--- src/rtl/rv32i_pkg.sv ---
// Shared definitions for the RV32I core: PC controller state encoding, instruction
// length and the default reset vector.
package rv32i_pkg;

  localparam logic [1:0] StIdle  = 2'd0;
  localparam logic [1:0] StFetch = 2'd1;
  localparam logic [1:0] StExec  = 2'd2;
  localparam logic [1:0] StHalt  = 2'd3;

  localparam logic [31:0] ILEN             = 32'd4;
  localparam logic [31:0] DEFAULT_RESET_PC = 32'h0000_0000;

  // RV32I without the C extension requires word-aligned instruction addresses.
  function automatic logic pc_aligned(input logic [31:0] pc);
    return pc[1:0] == 2'b00;
  endfunction

endpackage

--- src/rtl/pc_w_arb.sv ---
// Lowest-index priority select over the per-unit PC write requests. Also reports
// whether any request is present and whether more than one unit asked at once.
module pc_w_arb
  import rv32i_pkg::*;
#(
  parameter int unsigned N_SRC = 4
) (
  input  logic [N_SRC-1:0]    req,
  input  logic [N_SRC*32-1:0] val,
  output logic                sel_valid,
  output logic [31:0]         sel_val,
  output logic                multi
);

  always_comb begin
    sel_valid = |req;
    sel_val   = '0;
    // Scan downwards so the lowest set index is the last, and winning, assignment.
    for (int i = int'(N_SRC) - 1; i >= 0; i--) begin
      if (req[i]) begin
        sel_val = val[32*i +: 32];
      end
    end
    // Clearing the lowest set bit leaves something only if two or more were set.
    multi = (req & (req - 1'b1)) != '0;
  end

endmodule

--- src/rtl/pc_ctrl.sv ---
// Program-counter controller: holds the PC, runs fetch/execute against instruction
// memory, and merges execute-unit PC writes into the next PC on completion.
module pc_ctrl
  import rv32i_pkg::*;
#(
  parameter logic [31:0] RESET_PC = DEFAULT_RESET_PC,
  parameter int unsigned N_SRC    = 4
) (
  input  logic                clk,
  input  logic                rst,
  input  logic [N_SRC-1:0]    reg_pc_w_op,
  input  logic [N_SRC*32-1:0] reg_pc_w_val,
  input  logic                exec_done,
  input  logic                fetch_ack,
  input  logic [31:0]         fetch_data,
  output logic [31:0]         reg_pc_val,
  output logic                fetch_req,
  output logic [31:0]         fetch_addr,
  output logic                ins_valid,
  output logic [31:0]         ins_data,
  output logic                fault_misalign,
  output logic                multi_w
);

  logic [1:0]  state_q, state_d;
  logic [31:0] pc_q, pc_d;
  logic        fetch_req_q, fetch_req_d;
  logic        ins_valid_q, ins_valid_d;
  logic [31:0] ins_data_q, ins_data_d;
  logic        fault_q, fault_d;
  logic        multi_q, multi_d;

  logic        arb_valid;
  logic [31:0] arb_val;
  logic        arb_multi;
  logic [31:0] next_pc;

  pc_w_arb #(
    .N_SRC(N_SRC)
  ) u_pc_w_arb (
    .req      (reg_pc_w_op),
    .val      (reg_pc_w_val),
    .sel_valid(arb_valid),
    .sel_val  (arb_val),
    .multi    (arb_multi)
  );

  // Addition wraps modulo 2^32, so the last word of the address space falls through to 0.
  assign next_pc = arb_valid ? arb_val : pc_q + ILEN;

  always_comb begin
    state_d     = state_q;
    pc_d        = pc_q;
    fetch_req_d = fetch_req_q;
    ins_valid_d = ins_valid_q;
    ins_data_d  = ins_data_q;
    fault_d     = fault_q;
    multi_d     = multi_q;

    unique case (state_q)
      StIdle: begin
        state_d     = StFetch;
        fetch_req_d = 1'b1;
      end
      StFetch: begin
        if (fetch_ack) begin
          ins_data_d  = fetch_data;
          ins_valid_d = 1'b1;
          fetch_req_d = 1'b0;
          state_d     = StExec;
        end
      end
      StExec: begin
        if (exec_done) begin
          ins_valid_d = 1'b0;
          if (arb_multi) begin
            multi_d = 1'b1;
          end
          if (!pc_aligned(next_pc)) begin
            fault_d = 1'b1;
            state_d = StHalt;
          end else begin
            pc_d        = next_pc;
            fetch_req_d = 1'b1;
            state_d     = StFetch;
          end
        end
      end
      StHalt: begin
        fetch_req_d = 1'b0;
        ins_valid_d = 1'b0;
      end
      default: begin
        state_d     = StIdle;
        fetch_req_d = 1'b0;
        ins_valid_d = 1'b0;
      end
    endcase
  end

  always_ff @(posedge clk or posedge rst) begin
    if (rst) begin
      state_q     <= StIdle;
      pc_q        <= RESET_PC;
      fetch_req_q <= 1'b0;
      ins_valid_q <= 1'b0;
      ins_data_q  <= '0;
      fault_q     <= 1'b0;
      multi_q     <= 1'b0;
    end else begin
      state_q     <= state_d;
      pc_q        <= pc_d;
      fetch_req_q <= fetch_req_d;
      ins_valid_q <= ins_valid_d;
      ins_data_q  <= ins_data_d;
      fault_q     <= fault_d;
      multi_q     <= multi_d;
    end
  end

  assign reg_pc_val     = pc_q;
  assign fetch_addr     = pc_q;
  assign fetch_req      = fetch_req_q;
  assign ins_valid      = ins_valid_q;
  assign ins_data       = ins_data_q;
  assign fault_misalign = fault_q;
  assign multi_w        = multi_q;

endmodule
--- config.mk ---
export PLATFORM = sky130hd
export DESIGN_NAME = pc_ctrl
export DESIGN_NICKNAME = d
export VERILOG_FILES = /design/src/rtl/rv32i_pkg.sv /design/src/rtl/pc_w_arb.sv /design/src/rtl/pc_ctrl.sv
export SDC_FILE = /design/constraint.sdc
export NUM_CORES = 1
export LEC_CHECK = 0
export CORE_MARGIN = 4
export CORE_UTILIZATION = 34
export DETAILED_ROUTE_END_ITERATION = 10
export GPL_TIMING_DRIVEN = 1
export PLACE_DENSITY = 0.86
export RECOVER_POWER = 100
export SLEW_MARGIN = 20
export SYNTH_ARGS = -nofsm -noshare
export SYNTH_HDL_FRONTEND = slang
export SYNTH_SLANG_ARGS = --single-unit
--- constraint.sdc ---
create_clock -name clk -period 2.15 [get_ports clk]
set_clock_uncertainty 0.1 [all_clocks]
set_input_delay 0.43 -clock clk [delete_from_list [all_inputs] [get_ports clk]]
set_output_delay 0.43 -clock clk [all_outputs]
set_load 0.01 [all_outputs]
Yosys cells after proc, flatten, opt, wreduce, memory -nomap -nowiden --
Cells that the tools add are included.
Word-level totals: register bits 70, bits of input ports 168, output and inout port bits 100, word-level logic and storage cells 46
Cells by class: $add $sub $neg 2, equal/unequal tests 6, multiplexer cells 16, bitwise logic cells 2, reduce and logical (&&, ||, !) cells 13
Operator list (count):
- $mux W32 | 5
- $add A32 B3 Y32 const B | 1
- $reduce_and A3 Y1 | 6
- $mux W2 | 3
- $ne A2 B2 Y1 const B | 3
- $pmux W2 S3 | 1
- $reduce_bool A3 Y1 | 2
- $mux W1 | 5
- $and A4 B4 Y4 | 1
- $eq A2 B2 Y1 const B | 2
- $logic_not A2 Y1 | 2
- $pmux W1 S4 | 1
- $reduce_bool A4 Y1 | 1
- $reduce_or A4 Y1 | 1
- $sub A4 B1 Y4 const B | 1
- $pmux W1 S3 | 1
- $eq A2 B1 Y1 const B | 1
- $reduce_and A2 Y1 | 1
- $not A1 Y1 | 1

Depth between registers and ports, before layout --
depth after elaboration 9, gate-level depth with buffers 8, mapped depth without buffers 7

Modules after synthesis --
From an unflattened synthesis, not the netlist that was laid out.
Unflattened totals: cells, all modules 490, area total of the unflattened synthesis 4595.7 sq um
By module, submodules not included:
- pc_ctrl | instances 1, cells each 367, area each 3832.4 sq um, seq. area each 1751.7 sq um
- pc_w_arb | instances 1, cells each 123, area each 763.2 sq um, seq. area each 0.0 sq um

Worst setup path after synthesis --
OpenSTA, ideal clock, no wires.
kind reg2reg, start reg pc_q[2] (netlist: fetch_addr[2]), end reg pc_q[24] (netlist: fetch_addr[24]), setup time 123 ps, arrival 2039 ps, required time 1927 ps, slack -112 ps, cell stages (with the launch flop) 8, cells stage by stage dfrtp_1 -> ha_1 -> nand2_1 -> or4_1 -> clkbuf_1 -> nor4_1 -> o21ai_0 -> o2bb2ai_1
On the way: cells in the longest elaborated chain, start to end 2
Ends and longest elaborated chain:
- start, declared | RTL line pc_ctrl.sv:26 | logic [31:0] pc_q, pc_d;
- start signal, assigned | RTL line pc_ctrl.sv:112 | pc_q <= pc_d;
- $add A32 B3 Y32 | RTL line pc_ctrl.sv:49 | assign next_pc = arb_valid ? arb_val : pc_q + ILEN;
- $mux W32 | RTL line pc_ctrl.sv:49
No other way between the ends. A chain may end at the register's enable or synchronous reset.

Final worst setup path --
start reg pc_q[9] (netlist: fetch_addr[9]), end reg pc_q[23] (netlist: fetch_addr[23])
Same word-level chain as after synthesis.

==> results.cfg <==
[status]
status = finished clean

[timing]
rsz0062_at_grt = true
final-setup-viol-count = 0
fin_hold_ws_ns = 0.3784
slew_headroom_pct = 36.09
fin_ws_ns = 0.005298
post-route-period-util_pct = 99.75
layout_min_cycle_time_ns = 2.145
finalSetupTns_ns = 0
max_freq_ghz = 0.4663
finalMaxSlewViolations = 0
hold_violations = 0
worst_slew_pin_slew_ns = 0.9534

[critical_path]
cp-endpoint = fetch_addr[23]$_DFFE_PP0P_
r2r-start = fetch_addr[9]$_DFFE_PP0P_
critPathMaxFanout = 2
required_ns = 2.28
critPathMaxStageDelay_ns = 0.56
worst-r2r-cell-count = 5
cp.arrival_ns = 2.27
crit_start = fetch_addr[9]$_DFFE_PP0P_
critical_path_buf_inv_count = 0
critPathKind = reg2reg
ff2ff_setup_slack_ns = 0.005
r2r-end = fetch_addr[23]$_DFFE_PP0P_
cp_common_cell = or4_4
crit_family = simple AND/OR/NAND/NOR gates
worst_path_max_delay_cell = or4_4
start_kind = flip-flop
path_depth = 5
path_cells = nand3_2 > or4_4 > or4_4 > a21o_1 > a22o_1
endpoint_kind = flip-flop

[floorplanning]
die_h_um = 122.4
ios = 268
die_w_um = 122.4
dieArea_sq_um = 14990
std_cell_rows = 41
core-area_sq_um = 12720
start_util_pct = 35.00

[synthesis]
syn_area_sq_um = 4453
yosys_warnings = 0
synth_cell_types = 50
synthTopCellsByArea = dfrtp_1, mux2_2, a21oi_1, buf_4, o21ai_0
ys.flop_type = dfrtp_1
syn_nets = 665
seq_area_frac_synth_pct = 39.34
synth_edf_count = 0
syn-instance-count = 492
async_flop_share_pct = 100.0
yosys.area.top_type = dfrtp_1
synth_top_area_share_pct = 39.34
syn_area_per_cell_sq_um = 9.051
ys_ff_latch = 70

[cells_and_area]
multi_input_area_sq_um = 2335
nets = 954
num_antenna_cells = 0
drive_gt1_share_pct = 19.59
syn2layout_area_growth_pct = 78.79
regArea_sq_um = 1762
n_fill_cell = 1028
fin_area_sq_um = 7961
fin_cells = 958
final_util_pct = 62.58

[global_routing]
grt_pass1_vias = 5666
grt.overflow.total = 0
grt_usage_pct = 24.68
antenna_found_initial = 0
grt_max_degree = 33
grt_pass1_wl_um = 28720

[min_path]
min_from = ins_valid$_DFFE_PP0P_
hold_class = reg2reg

[cts]
cts-root-buf = clkbuf_16
cts.htree.levels = 3
clockBufferDepth = 2
cts_tree = done
clkSlewWorstSetupHoldPaths_ns = 0.06
clock_latency_ns = 0.33
clock-sinks = 70
cts_made_buffers = 9

[detailed_routing]
routed_wl_um = 19070
drc = 0
avgViaCountPerCell = 5.633
post_drt_wl_per_cell_um = 19.91
dr.pass1.iters = 5
antenna_left = 0
vias = 5396
drt_iter0_drc = 481

[place]
placed_area_sq_um = 7686
place.port_buffers = 267
dp_hpwl_um = 15370
gp_congestion = 0.9230
post-place-ws_ns = -0.5071
dp_cells = 941

[pwr]
power_mw = 8.443
leakage_nw = 3.222
p_per_area_nw_per_um2 = 1060
max-vdd-ir-drop_v = 0.0005543

[job]
drv_cap = 0
==> logic make-up after synthesis <==
family / synth area share [%]
flops: 39.34
fa+ha+maj: 1.630
compound gates: 27.54
simple gates: 12.98
buf+inv: 9.918
mux: 8.598
==> state kept, by name, summed over array words and instances (netlist names) <==
signal,flops
ins_valid,1
fetch_req,1
fetch_addr,32
state_q,2
fault_misalign,1
ins_data,32
multi_w,1
==> placed cells by master (no fill, tap or decap), types with 3 or more instances in the layout <==
cell	Yosys	routed
a21oi_1	48	48
a221o_1	5	5
a221oi_1	19	19
a22o_1	4	4
a31oi_1	8	8
and2_1	3	3
buf_12	0	4
buf_4	32	67
clkbuf_16	0	9
clkbuf_4	0	4
clkdlybuf4s50_1	0	164
clkinv_2	0	3
dfrtp_1	70	62
dfrtp_2	0	8
dlygate4sd3_1	0	99
ha_1	5	5
inv_1	15	14
mux2_2	34	33
nand2_1	38	38
nand2b_1	6	6
nand3_1	7	5
nand4_1	6	6
nor2_1	20	20
nor3_1	8	7
nor4_1	8	5
o211ai_1	4	4
o21ai_0	34	31
o21ai_1	0	3
o221ai_1	5	5
o22ai_1	27	27
o2bb2ai_1	4	4
o31ai_1	12	12
or4_1	6	3
or4_4	1	4
==> cell usage after synthesis (8+ instances only) <==
cell type,instances
a21oi_1,48
a221oi_1,19
a31oi_1,8
buf_2,8
buf_4,32
clkbuf_1,24
dfrtp_1,70
inv_1,15
mux2_2,34
nand2_1,38
nor2_1,20
nor3_1,8
nor4_1,8
o21ai_0,34
o22ai_1,27
o31ai_1,12
==> how the worst min path moves through the flow <==
stage	to	slack (ns)	cells after the start
finish	ins_valid$_DFFE_PP0P_	0.38	2
global route	ins_data[27]$_DFFE_PP0P_	0.41	1
CTS	ins_valid$_DFFE_PP0P_	0.39	2
detailed placement	ins_valid$_DFFE_PP0P_	0.37	2
global placement	fault_misalign$_DFFE_PP0P_	0.36	1
floorplan	ins_valid$_DFFE_PP0P_	0.41	2
==> where the power goes <==
part / leakage [nW] / internal, mW / switching [mW] / total (mW)
sequential: 0.825 / 1.98 / 0.501 / 2.48
combinational: 2.25 / 2.49 / 2.03 / 4.52
clock: 0.146 / 0.895 / 0.552 / 1.45
total: 3.22 / 5.36 / 3.08 / 8.44
==> area by class of cell <==
type	count	share of cell area, %
repair buffers	345	41.41
multi-input cells	339	29.33
flip-flops and latches	70	22.13
clock buffers	10	2.876
well taps	172	2.703
clock inverters	6	0.7858
inverters	16	0.7701
==> routing by layer <==
metal	part of all wire, %	up-vias	global-route usage, %
met5	0	-	0
met4	3.8	0	13.09
met3	9.1	56	5.806
met2	50	340	43.04
met1	37	2578	27.94
li1	-	2422	-
==> worst register-to-register path, cell delays in order (launching register included) <==
cell	delay (ns)
dfrtp_2	0.37
nand3_2	0.10
or4_4	0.56
or4_4	0.56
a21o_1	0.17
a22o_1	0.17
==> timing repair <==
action                                  in CTS  in global routing
gates resized for setup                     11                  8
buffers inserted                             0                  1
pin swaps                                    3                  7
hold buffers                                 0                  0
endpoints found under the setup margin      33                 10
(Power assumes the default switching activity.)
